==> src/rtl/timer_counter.sv <==
// Memory-mapped countdown timer with one-shot / auto-reload modes and a maskable interrupt.
// Optional prescaler on the count rate is enabled by defining TC_PRESCALE_EN.
module timer_counter #(
    parameter int unsigned PRESCALE = 1
) (
    input  logic        clk,
    input  logic        reset,
    input  logic [31:0] addr,
    input  logic        we,
    input  logic [31:0] din,
    output logic [31:0] dout,
    output logic        irq
);

    localparam int unsigned DW = 32;
    localparam int unsigned CW = 4;
`ifdef TC_PRESCALE_EN
    localparam int unsigned PW = 16;
`endif

    typedef enum logic [1:0] {
        S_IDLE = 2'd0,
        S_LOAD = 2'd1,
        S_CNT  = 2'd2,
        S_INT  = 2'd3
    } state_t;

    state_t          state_q, state_d;
    logic [CW-1:0]   ctrl_q, ctrl_d;
    logic [DW-1:0]   preset_q, preset_d;
    logic [DW-1:0]   count_q, count_d;
    logic            flag_q, flag_d;
    logic            step;

`ifdef TC_PRESCALE_EN
    logic [PW-1:0]   presc_q, presc_d;
    assign step = (presc_q == PW'(PRESCALE - 1));
`else
    assign step = 1'b1;
`endif

    // Address bits outside [3:2] are decoded by the bridge, not here.
    logic unused_ok;
    assign unused_ok = &{1'b0, addr[31:4], addr[1:0], 32'(PRESCALE)};

    // State register and all architectural registers.
    always_ff @(posedge clk) begin
        if (reset) begin
            state_q  <= S_IDLE;
            ctrl_q   <= '0;
            preset_q <= '0;
            count_q  <= '0;
            flag_q   <= 1'b0;
`ifdef TC_PRESCALE_EN
            presc_q  <= '0;
`endif
        end else begin
            state_q  <= state_d;
            ctrl_q   <= ctrl_d;
            preset_q <= preset_d;
            count_q  <= count_d;
            flag_q   <= flag_d;
`ifdef TC_PRESCALE_EN
            presc_q  <= presc_d;
`endif
        end
    end

    // Next-state logic; the CPU write is applied last so it overrides the FSM.
    always_comb begin
        state_d  = state_q;
        ctrl_d   = ctrl_q;
        preset_d = preset_q;
        count_d  = count_q;
        flag_d   = flag_q;
`ifdef TC_PRESCALE_EN
        presc_d  = presc_q;
`endif

        case (state_q)
            S_IDLE: begin
                if (ctrl_q[0]) begin
                    state_d = S_LOAD;
                end
            end
            S_LOAD: begin
                count_d = preset_q;
                state_d = S_CNT;
`ifdef TC_PRESCALE_EN
                presc_d = '0;
`endif
            end
            S_CNT: begin
                if (!ctrl_q[0]) begin
                    state_d = S_IDLE;
                end else begin
`ifdef TC_PRESCALE_EN
                    presc_d = step ? '0 : presc_q + PW'(1);
`endif
                    if (step) begin
                        if (count_q > DW'(1)) begin
                            count_d = count_q - DW'(1);
                        end else begin
                            count_d = '0;
                            flag_d  = 1'b1;
                            state_d = S_INT;
                        end
                    end
                end
            end
            S_INT: begin
                state_d = S_IDLE;
                if (ctrl_q[2:1] == 2'b01) begin
                    flag_d = 1'b0;
                end else begin
                    ctrl_d[0] = 1'b0;
                end
            end
            default: state_d = S_IDLE;
        endcase

        if (we) begin
            case (addr[3:2])
                2'd0: begin
                    ctrl_d = din[CW-1:0];
                    flag_d = 1'b0;
                end
                2'd1: begin
                    preset_d = din;
                    flag_d   = 1'b0;
                end
                default: ;
            endcase
        end
    end

    // Read mux; no side effects.
    always_comb begin
        dout = '0;
        case (addr[3:2])
            2'd0:    dout = {(DW-CW)'(0), ctrl_q};
            2'd1:    dout = preset_q;
            2'd2:    dout = count_q;
            default: dout = '0;
        endcase
    end

    assign irq = flag_q & ctrl_q[3];

endmodule

==> config.mk <==
export PLATFORM = sky130hd
export DESIGN_NAME = timer_counter
export DESIGN_NICKNAME = d
export VERILOG_FILES = /design/src/rtl/timer_counter.sv
export SDC_FILE = /design/constraint.sdc
export NUM_CORES = 1
export LEC_CHECK = 0
export BUFFER_PORTS_ARGS = -buffer_cell sky130_fd_sc_hd__buf_2
export CAP_MARGIN = 5
export CORE_ASPECT_RATIO = 0.9
export CORE_MARGIN = 1.5
export CORE_UTILIZATION = 50
export DETAILED_ROUTE_END_ITERATION = 6
export PLACE_DENSITY_LB_ADDON = 0.1
export SETUP_SLACK_MARGIN = 0.15
export SLEW_MARGIN = 20
export SYNTH_ARGS = -nofsm -noshare
export SYNTH_HDL_FRONTEND = slang
export SYNTH_SLANG_ARGS = --single-unit
==> constraint.sdc <==
create_clock -name clk -period 5.3 [get_ports clk]
set_input_delay 0.265 -clock clk [delete_from_list [all_inputs] [get_ports clk]]
set_output_delay 0.265 -clock clk [all_outputs]
set_load 0.02 [all_outputs]
==> flow_summary.rst <==
.. list-table::
   :header-rows: 1

   * - Metric
     - Value
   * - Cell accounting for the most synthesized area
     - sky130_fd_sc_hd__dfxtp_1
   * - Number of primary I/O pins
     - 100
   * - Startpoint of the most critical register-to-register path
     - count_q[4]
   * - Final weighted congestion in routability-driven placement
     - 0.9131
   * - Core ar.
     - 7657 um2
   * - Leakage Power
     - 1.906 nW
   * - Number of setup buffers added after CTS
     - 0
   * - Num Clock Sinks
     - 71
   * - Fraction of synthesized cell area taken by the top area cell type
     - 0.3528
   * - Clock slew at reported path FFs
     - 0.08 ns
   * - Net count reported at finish
     - 641
   * - Count of H-tree levels built during CTS
     - 3
   * - Layout cells sized above 1
     - 0.1750
   * - Vias in the first global route
     - 3,775
   * - Clock tree from TritonCTS
     - done
   * - Layout fillers
     - 784
   * - Total inserted antenna cells
     - 0
   * - Minimum clock period
     - 3.073 ns
   * - Count of endpoints failing setup in the final report
     - 0
   * - RSZ-0062 raised after global routing
     - false
   * - Worst reg2reg path depth
     - 5
   * - Resized cells post-CTS
     - 0
   * - Overall power
     - 1.104 mW
   * - Transition at the pin with the smallest max-transition slack
     - 0.9854 ns
   * - Residual DRC count
     - 0
   * - Fin Clk Skew
     - 0.008495 ns
   * - Crit path max-delay cell type
     - sky130_fd_sc_hd__o41a_1
   * - Share of the yosys chip area belonging to registers
     - 0.3528
   * - Post-synthesis instance area
     - 4029 um2
   * - GR Overflow Total
     - 0
   * - Worst IR Drop VDD
     - 0.1350 mV
   * - Status
     - complete, no violations
   * - Type of destination of the critical path
     - flip-flop
   * - Via count
     - 4,301
   * - Sequence of cells on the critical path
     - or4_4 -> or4_1 -> o41a_1 -> a31oi_1 -> o32ai_1
   * - Final routed wirelength across all metal layers
     - 12,700 um
   * - Most frequent cells in the layout
     - sky130_fd_sc_hd__nand2_1 (108), sky130_fd_sc_hd__dfxtp_1 (71), sky130_fd_sc_hd__buf_2 (69)
   * - Required time of the critical path
     - 5.50 ns
   * - CTS Hold Bufs
     - 0
   * - Grt peak-use layer
     - met2
   * - Synth Flop Type
     - sky130_fd_sc_hd__dfxtp_1
   * - Via-per-instance ratio
     - 6.391
   * - Most common cell after layout, fill and taps aside
     - sky130_fd_sc_hd__nand2_1
   * - Die height
     - 88.16 um
   * - #FFs+latches synth
     - 71
   * - Number of hold violations in the final report
     - 0
   * - Aggregate negative setup slack
     - 0 ns
   * - Initial standard-cell utilization of the core
     - 0.5261
   * - Average detailed-routed wire length per instance
     - 18.86 um
   * - Met1 routing resource usage after global routing
     - 0.4279
   * - Endpoint, Worst Hold
     - preset_q[21]
   * - Overall fraction of global-route tracks in use
     - 0.2984
   * - Highest achievable clock rate
     - 0.3254 GHz
   * - Area Overhead vs Synth
     - 12.61%
   * - Async set-or-reset flop fraction in the synthesized netlist
     - 0
   * - Top post-synthesis cells by area
     - sky130_fd_sc_hd__dfxtp_1 (35%), sky130_fd_sc_hd__nand2_1 (10%), sky130_fd_sc_hd__a21oi_1 (6.6%)
   * - Delay of the slowest critical-path stage
     - 0.79 ns
   * - Width of the die
     - 97.62 um
   * - First-pass GRT wire length
     - 20,140 um
   * - Worst-path fanout max
     - 22
   * - Maximum number of pins on one net before global-route repair
     - 72
   * - Final max-slew violation count
     - 0
   * - Start-to-end type of the worst setup path
     - flip-flop to flip-flop
   * - Hold depth
     - 3
   * - Yosys warns
     - 0
   * - First drt pass iteration count
     - 5
   * - Number of placement rows
     - 30
   * - Post-synthesis net count
     - 605
   * - Worst Hold Class
     - input port to flip-flop
   * - Met3 Use GR
     - 0.06305
   * - Synth cell types
     - 55
   * - Library cell used as clock root buffer
     - sky130_fd_sc_hd__clkbuf_8
   * - EDFF count, synth
     - 0
   * - Slew margin rel.
     - 0.3431
   * - Met2 usage
     - 0.4571
   * - Count of input and output buffers
     - 69
   * - Final antenna-violating net count
     - 0
   * - Clock Path Buffers
     - 2
   * - Core occupancy in the finished layout
     - 0.5925
   * - Mean area per synthesized cell
     - 7.517 um2
   * - MaxCap Viol Count
     - 0
   * - Half-perimeter wire length after detailed placement
     - 8387 um
   * - Syn Inst Count
     - 536
   * - Share of the clock period used by the worst path
     - 0.5798
   * - Clock network latency to the later pin of the worst-skew pair
     - 0.35 ns
   * - Arrival time at the worst endpoint
     - 3.27 ns
   * - Power per cell area
     - 243.4 nW/um2
   * - Worst hold path startpoint
     - din[21]
   * - Full die area
     - 8606 um2
   * - End of the worst register-to-register path
     - count_q[16]
   * - Initial antenna violation count
     - 0
   * - Number of design-rule violations left by the first detailed-router iteration
     - 332
   * - Category of the worst setup path launch point
     - flip-flop
   * - Reg2Reg Setup Slack
     - 2.23 ns
   * - Number of CTS-inserted buffers
     - 9
[final cells by class]
cell class	count	area, um2	area share
Clock buffer	9	123.9	0.02730
Multi-Input combinational cell	406	2377	0.5240
Timing Repair Buffer	74	382.9	0.08439
Tap cell	96	120.1	0.02648
Inverter	10	37.54	0.008274
Clock inverter	7	73.82	0.01627
Sequential cell	71	1421	0.3133
[kinds of logic (layout without fill, tap and decap cells)]
| kind of cell | after synthesis | after routing | share of synthesized area |
|---|---|---|---|
| DFF | 71 | 71 | 0.3528 |
| and+or+nand+nor | 231 | 231 | 0.2748 |
| buffers and inverters | 59 | 100 | 0.05963 |
| muxes | 9 | 9 | 0.02236 |
| adders and majority gates | 2 | 2 | 0.006210 |
| AOI/OAI and AO/OA | 164 | 164 | 0.2842 |
[Yosys cell counts (2+ instances only)]
cell                        number
sky130_fd_sc_hd__a211o_1         3
sky130_fd_sc_hd__a211oi_1        2
sky130_fd_sc_hd__a21o_1          2
sky130_fd_sc_hd__a21oi_1        53
sky130_fd_sc_hd__a221oi_1        5
sky130_fd_sc_hd__a22o_1         28
sky130_fd_sc_hd__a22oi_1         3
sky130_fd_sc_hd__a31oi_1        15
sky130_fd_sc_hd__a32o_1          2
sky130_fd_sc_hd__and2_1          4
sky130_fd_sc_hd__and3_1          9
sky130_fd_sc_hd__buf_2           3
sky130_fd_sc_hd__buf_6           2
sky130_fd_sc_hd__clkbuf_1       44
sky130_fd_sc_hd__dfxtp_1        71
sky130_fd_sc_hd__ha_1            2
sky130_fd_sc_hd__inv_1          10
sky130_fd_sc_hd__mux2i_1         9
sky130_fd_sc_hd__nand2_1       109
sky130_fd_sc_hd__nand2b_1        3
sky130_fd_sc_hd__nand3_1        24
sky130_fd_sc_hd__nand3b_1        2
sky130_fd_sc_hd__nand4_1         8
sky130_fd_sc_hd__nor2_1         21
sky130_fd_sc_hd__nor2b_1         5
sky130_fd_sc_hd__nor3_1         10
sky130_fd_sc_hd__nor4_1         12
sky130_fd_sc_hd__nor4b_1         2
sky130_fd_sc_hd__o2111ai_1       2
sky130_fd_sc_hd__o211ai_1        6
sky130_fd_sc_hd__o21ai_0        12
sky130_fd_sc_hd__o22ai_1         6
sky130_fd_sc_hd__o311ai_0        6
sky130_fd_sc_hd__o31a_1          2
sky130_fd_sc_hd__o31ai_1         3
sky130_fd_sc_hd__o32ai_1         2
sky130_fd_sc_hd__or2_2           4
sky130_fd_sc_hd__or3_1           5
sky130_fd_sc_hd__or4_1           9
[through the flow]
stage	area, um2	hold WS, ns	setup WS, ns	cells
2_1_floorplan	4029	0.4010	2.594	536
3_3_place_gp	4337	0.4577	2.324	657
3_5_place_dp	4337	0.4655	2.293	657
4_1_cts	4534	0.1377	2.267	673
5_1_grt	4537	0.1320	2.115	673
6_report	4537	0.1428	2.227	673
[report_power, final]
group          internal, mW  switching [mW]  leakage, nW
Combinational        0.0381          0.0772         1.24
Clock                 0.217           0.217       0.0875
Sequential            0.544          0.0114        0.574
Total                 0.798           0.306         1.91
[registers in the layout, indices dropped and copies added (netlist names)]
signal	count
state_q	2
flag_q	1
preset_q	32
ctrl_q	4
count_q	32
[per-layer routing]
layer	vias up	wire, um
met1	2030	5902
met4	0	182
met3	17	973
met2	201	5637
li1	2053	-
met5	-	0
[critical path: cells and delay by family, from the launching register on]
kind / cells / cell delay [ns]
AOI/OAI and AO/OA: 3 / 1.22
DFF: 1 / 0.40
and+or+nand+nor: 2 / 1.30
[how the worst max path moves through the flow]
stage                           from           to  slack, ns
final                     count_q[4]  count_q[16]       2.23
after global routing      count_q[4]   count_q[8]       2.11
after CTS                 count_q[4]  count_q[12]       2.27
after detailed placement  count_q[4]  count_q[12]       2.29
after global placement    count_q[4]  count_q[12]       2.32
after floorplan           count_q[4]  count_q[12]       2.59
Note: power is estimated with default switching activity, not from simulation.
